`src/rtl/rotshift_pkg.sv`:
```
// Shared types for the rotate/shift register: step modes and run-control states.
package rotshift_pkg;

    typedef enum logic [1:0] {
        ROT_R = 2'b00,
        ROT_L = 2'b01,
        SHF_R = 2'b10,
        SHF_L = 2'b11
    } mode_t;

    typedef enum logic {
        IDLE = 1'b0,
        RUN  = 1'b1
    } state_t;

    function automatic logic is_rotate(input mode_t m);
        return !m[1];
    endfunction

endpackage

```
`src/rtl/rotshift_step.sv`:
```
// Combinational one-step next value of the register for a given mode and serial input.
module rotshift_step
    import rotshift_pkg::*;
#(
    parameter int WIDTH = 8
) (
    input  logic [WIDTH-1:0] q,
    input  mode_t            mode,
    input  logic             sin,
    output logic [WIDTH-1:0] next_q
);

    always_comb begin
        case (mode)
            ROT_R:   next_q = {q[0], q[WIDTH-1:1]};
            ROT_L:   next_q = {q[WIDTH-2:0], q[WIDTH-1]};
            SHF_R:   next_q = {sin, q[WIDTH-1:1]};
            default: next_q = {q[WIDTH-2:0], sin};
        endcase
    end

endmodule

```
`src/rtl/param_rotate_shifter.sv`:
```
// Rotate/shift register with single steps and counted multi-step runs.
// Define ROTATE_POS_TRACK_EN to track the net rotation offset on pos and pulse wrap.
module param_rotate_shifter
    import rotshift_pkg::*;
#(
    parameter  int WIDTH = 8,
    localparam int AMT_W = $clog2(WIDTH) + 1
) (
    input  logic             clk,
    input  logic             rst_n,
    input  logic             load,
    input  logic [WIDTH-1:0] data,
    input  logic [1:0]       mode,
    input  logic             en,
    input  logic             sin,
    input  logic             start,
    input  logic [AMT_W-1:0] amt,
    output logic [WIDTH-1:0] q,
    output logic             sout,
    output logic             busy,
    output logic             done,
    output logic [AMT_W-1:0] pos,
    output logic             wrap
);

    state_t           state_reg, state_next;
    mode_t            run_mode_reg;
    logic [AMT_W-1:0] cnt_reg;
    logic [WIDTH-1:0] q_reg;
    logic             done_reg, done_next;
    logic             take_step, latch_run;
    logic [AMT_W-1:0] amt_sat;
    mode_t            step_mode;
    logic [WIDTH-1:0] step_q;

    assign busy      = (state_reg == RUN);
    assign step_mode = busy ? run_mode_reg : mode_t'(mode);
    assign amt_sat   = (amt > AMT_W'(WIDTH)) ? AMT_W'(WIDTH) : amt;
    assign q         = q_reg;
    assign done      = done_reg;
    // Right modes expose the LSB, left modes the MSB.
    assign sout      = step_mode[0] ? q_reg[WIDTH-1] : q_reg[0];

    rotshift_step #(.WIDTH(WIDTH)) u_step (
        .q      (q_reg),
        .mode   (step_mode),
        .sin    (sin),
        .next_q (step_q)
    );

    always_ff @(posedge clk or negedge rst_n) begin
        if (!rst_n) state_reg <= IDLE;
        else        state_reg <= state_next;
    end

    always_comb begin
        state_next = state_reg;
        done_next  = 1'b0;
        take_step  = 1'b0;
        latch_run  = 1'b0;
        if (load) begin
            state_next = IDLE;
        end else if (state_reg == RUN) begin
            take_step = 1'b1;
            if (cnt_reg == AMT_W'(1)) begin
                state_next = IDLE;
                done_next  = 1'b1;
            end
        end else if (start) begin
            // A zero-length run completes immediately without entering RUN.
            if (amt_sat == '0) begin
                done_next = 1'b1;
            end else begin
                state_next = RUN;
                latch_run  = 1'b1;
            end
        end else if (en) begin
            take_step = 1'b1;
        end
    end

    always_ff @(posedge clk or negedge rst_n) begin
        if (!rst_n) begin
            q_reg        <= '0;
            done_reg     <= 1'b0;
            cnt_reg      <= '0;
            run_mode_reg <= ROT_R;
        end else begin
            done_reg <= done_next;
            if (load)           q_reg <= data;
            else if (take_step) q_reg <= step_q;
            if (latch_run) begin
                cnt_reg      <= amt_sat;
                run_mode_reg <= mode_t'(mode);
            end else if (take_step && busy) begin
                cnt_reg <= cnt_reg - AMT_W'(1);
            end
        end
    end

`ifdef ROTATE_POS_TRACK_EN
    logic [AMT_W-1:0] pos_reg, pos_next;
    logic             wrap_reg;

    always_comb begin
        pos_next = pos_reg;
        if (load) begin
            pos_next = '0;
        end else if (take_step) begin
            case (step_mode)
                ROT_R:   pos_next = (pos_reg == AMT_W'(WIDTH - 1)) ? '0 : pos_reg + AMT_W'(1);
                ROT_L:   pos_next = (pos_reg == '0) ? AMT_W'(WIDTH - 1) : pos_reg - AMT_W'(1);
                default: pos_next = '0;
            endcase
        end
    end

    always_ff @(posedge clk or negedge rst_n) begin
        if (!rst_n) begin
            pos_reg  <= '0;
            wrap_reg <= 1'b0;
        end else begin
            pos_reg  <= pos_next;
            wrap_reg <= !load && take_step && is_rotate(step_mode)
                        && (pos_reg != '0) && (pos_next == '0);
        end
    end

    assign pos  = pos_reg;
    assign wrap = wrap_reg;
`else
    assign pos  = '0;
    assign wrap = 1'b0;
`endif

endmodule

```
`config.mk`:
```
export PLATFORM = sky130hd
export DESIGN_NAME = param_rotate_shifter
export DESIGN_NICKNAME = d
export VERILOG_FILES = /design/src/rtl/rotshift_pkg.sv /design/src/rtl/rotshift_step.sv /design/src/rtl/param_rotate_shifter.sv
export SDC_FILE = /design/constraint.sdc
export NUM_CORES = 1
export LEC_CHECK = 0
export BUFFER_PORTS_ARGS = -buffer_cell sky130_fd_sc_hd__buf_2
export CORE_ASPECT_RATIO = 0.75
export CORE_MARGIN = 4
export CORE_UTILIZATION = 30
export CTS_BUF_LIST = sky130_fd_sc_hd__clkbuf_4 sky130_fd_sc_hd__clkbuf_8
export DETAILED_ROUTE_END_ITERATION = 8
export GPL_ROUTABILITY_DRIVEN = 0
export GPL_TIMING_DRIVEN = 0
export MAX_ROUTING_LAYER = met4
export SETUP_SLACK_MARGIN = 0.5
export SLEW_MARGIN = 20
export SYNTH_ARGS = -nofsm -noshare
export SYNTH_HDL_FRONTEND = slang
export SYNTH_SLANG_ARGS = --single-unit
```
`constraint.sdc`:
```
create_clock -name clk -period 1.2 [get_ports clk]
set_input_delay 0.12 -clock clk [delete_from_list [all_inputs] [get_ports clk]]
set_output_delay 0.12 -clock clk [all_outputs]
set_load 0.05 [all_outputs]
```
==> flow_summary_export.csv <==
group,metric,value,unit
global_routing,number_of_global_route_vias_before_repair,979,
sta,maxSlewHeadroom,63.3,%
critical_path,path_class,"reg2out",
critical_path,maximum_cell_stage_delay_along_the_critical_path,0.40,ns
floorplan,chipWidth,76.1,um
run_status,violations_in_the_final_reports,"negative setup slack",
critical_path,critical_path.n_buffers_inverters,1,
detailed_routing,detail_route.wl_per_cell,14.2,um
sta,rsz0062_at_grt,"yes",
critical_path,critical_path_cell_list,"mux2i_4, mux2_4, buf_6",
critical_path,timing.critical_path.to_type,"output pin",
place,dpl.hpwl,2.04,mm
detailed_routing,vias_per_inst,4.92,
sta,fin_worst_skew,0.000529,ns
sta,max_freq,666,MHz
floorplan,die_ar,0.00450,mm2
sta,min_period_over_period,125,%
final_layout,antenna-diode-count,0,
place,placed_cells,188,
cts,worst_skew_pair.late_latency,0.25,ns
detailed_routing,detail_route.iter0.violations,79,
cts,tritoncts_num_sinks,16,
final_layout,finalNonFillerCells,203,
logic_synthesis,syn_inst,114,
logic_synthesis,syn-cell-area,0.00104,mm2
sta,worst_hold_slack_after_final_layout,0.0800,ns
pwr,power.ir.vdd_worst,592,uV
sta,slew_at_the_pin_closest_to_its_max_slew_limit,0.551,ns
logic_synthesis,postSynthRegisterBits,16,
final_layout,area_growth_syn_to_layout,61.2,%
logic_synthesis,syn_area_per_cell,9.15,um2
logic_synthesis,yosysMostFrequentCell,"nand2_1",
floorplan,die_y,59.1,um
floorplan,placementRows,18,
logic_synthesis,netlist_top_cells_count,"nand2_1 (17), dfrtp_1 (16), mux2i_1 (7), nor2_1 (7)",
detailed_routing,met1Wirelength,1.32,mm
logic_synthesis,synth_top_area_share,38.4,%
sta,slew_violations,0,
run,cap_viol_max_count,0,
critical_path,critPathMaxFanout,2,
final_layout,fin_nets,186,
global_routing,globalRouteTotalUtil,13.3,%
logic_synthesis,synth_cell_types,33,
logic_synthesis,yosysSeqAreaShare,38.4,%
critical_path,timing.critical_path.slowest_stage_cell,"dfrtp_2",
pwr,cellLeakagePower,0.760,nW
detailed_routing,topRoutingLayerUsed,"met4",
floorplan,boundaryPins,36,
detailed_routing,route.detailed.drc,0,
critical_path,worst_path_arrival,1.38,ns
detailed_routing,count_of_nets_left_with_antenna_violations_after_detail_routing,0,
global_routing,grt_antenna_before_repair,0,
global_routing,wire_length_of_the_first_global_routing_pass,4.60,mm
place,io_buffer_count,30,
critical_path,critPathTopFamily,"multiplexers",
floorplan,initial_utilization,31.5,%
global_routing,largest_net_degree_at_the_start_of_global_routing,17,
logic_synthesis,synth_top_cells_by_area,"dfrtp_1 (38%), mux2i_1 (6.7%), nand2_1 (6.1%)",
detailed_routing,route.final.wire_length,2.89,mm
logic_synthesis,synthDominantAreaCellType,"dfrtp_1",
worst_hold_path,min_path_type,"in2reg",
detailed_routing,route.met3.wl,124,um
critical_path,critical_path.startpoint_type,"flip-flop",
detailed_routing,route.met2.wl,1.40,mm
sta,final_critical_path_setup_slack,-0.302,ns
floorplan,fp.coreArea,0.00331,mm2
logic_synthesis,synth-warning-count,0,
detailed_routing,via_count,998,
critical_path,cp.required,1.08,ns
pwr,pwr_density_cell,1380,mW/mm2
global_routing,overflow,0,
logic_synthesis,ys_async_sr_fraction,100,%
sta,final-hold-violation-count,0,
sta,post-route-min-period,1.50,ns
cts,root_buffer,"clkbuf_8",
run_status,status,"complete, but fails checks",
cts,cts_tree,"done",
sta,setup-violations-final,18,
logic_synthesis,ys_dominant_reg_cell,"dfrtp_1",
cts,cts_buffer_depth,2,
final_layout,largest_register_ff_count,8,
logic_synthesis,count_of_flip_flops_with_a_built_in_enable_after_synthesis,0,
final_layout,drive_above_1_share,52.8,%
cts,cts_inserted_buffers,3,
cts,clkSlewWorstSetupHoldPaths,0.06,ns
detailed_routing,detailedRoute.firstPassIterationCount,4,
cts,cts.htree.levels,1,
-- per-stage QoR --
step                worst slack, ns  area (um2)  power [mW]  setup TNS, ns  util [%]
floorplan                    -0.341        1080        1.35          -2.73         -
global placement             -0.325        1280        1.53          -1.86      38.8
detailed placement           -0.353        1280        1.54          -2.28      38.8
CTS                          -0.303        1620        2.28          -3.34      49.0
global route                 -0.349        1680        2.45          -4.33      50.8
finish                       -0.302        1680        2.32          -3.32      50.8
-- logic make-up after synthesis --
logic type / share of synthesized area [%]
compound gates: 19.5
fa+ha+maj: 2.40
buf+inv: 7.79
flops: 38.4
mux: 13.2
other cells: 0.359
simple gates: 18.3
-- metal layers --
metal  vias to the layer above  global-route usage [%]
met3                         6                    3.65
met5                         -                       -
met2                        24                    20.5
met4                         0                    4.74
li1                        496                       -
met1                       472                    17.0
-- area by class of cell --
type / count / area [um2]
tap: 40 / 50.0
multi-input combinational: 87 / 687
fill: 310 / 1630
clock buffer: 4 / 55.1
inverter: 6 / 30.0
buffer: 9 / 72.6
sequential: 16 / 413
timing repair buffer: 41 / 374
-- worst register-to-register path: cells and delay by family (launching register included) --
family / cells / cell delay (ns)
AO/OA/AOI/OAI: 3 / 0.26
buffers and inverters: 3 / 0.55
flip-flops: 1 / 0.43
AND/OR/NAND/NOR: 1 / 0.11
-- cells in the final DEF, fill, tap and decap left out, types with 2 or more instances in the layout --
cell type  count
o22ai_1        3
nand3_1        2
nand2_1       15
dfrtp_1        6
clkbuf_8       4
conb_1         5
nand2b_1       6
inv_1          5
nand2_2        2
o21ai_1        2
a21oi_1        2
dfrtp_2       10
a32oi_2        2
buf_4         13
nor2_4         2
o221ai_2       6
mux2i_1        7
nor2_1         4
buf_8         12
nor3_1         2
mux2_4         3
a31oi_1        3
buf_6          2
buf_2         20
o21ai_0        2
nor2b_1        2
-- path summary, 6_finish.rpt --
path / end / slack, ns / cells past startpoint / start
setup / recovery: sout / -0.30 / 3 / busy
hold reg to reg: cnt_reg[1] / 0.52 / 2 / cnt_reg[1]
setup reg to reg: q[7] / -0.25 / 7 / busy
min in group asynchronous: q[6] / 0.32 / 2 / rst_n
max in group asynchronous: done / 0.59 / 2 / rst_n
hold / removal: q[4] / 0.08 / 3 / data[4]
-- where the power goes --
| group | total [mW] | switching [mW] | leakage (nW) | internal, mW |
|---|---|---|---|---|
| sequential | 0.777 | 0.130 | 0.183 | 0.647 |
| clock | 0.465 | 0.174 | 0.0288 | 0.291 |
| combinational | 1.08 | 0.553 | 0.548 | 0.522 |
| total | 2.32 | 0.857 | 0.760 | 1.46 |
-- what timing repair did --
action / in CTS / in global routing
setup buffers: 9 / 0
resized for setup: 49 / 12
hold buffers: 1 / 0
pin swaps: 8 / 5
gates cloned: 1 / 0
hold endpoints to repair: 16 / 0
setup endpoints to repair: 27 / 27
(Power assumes the default switching activity.)
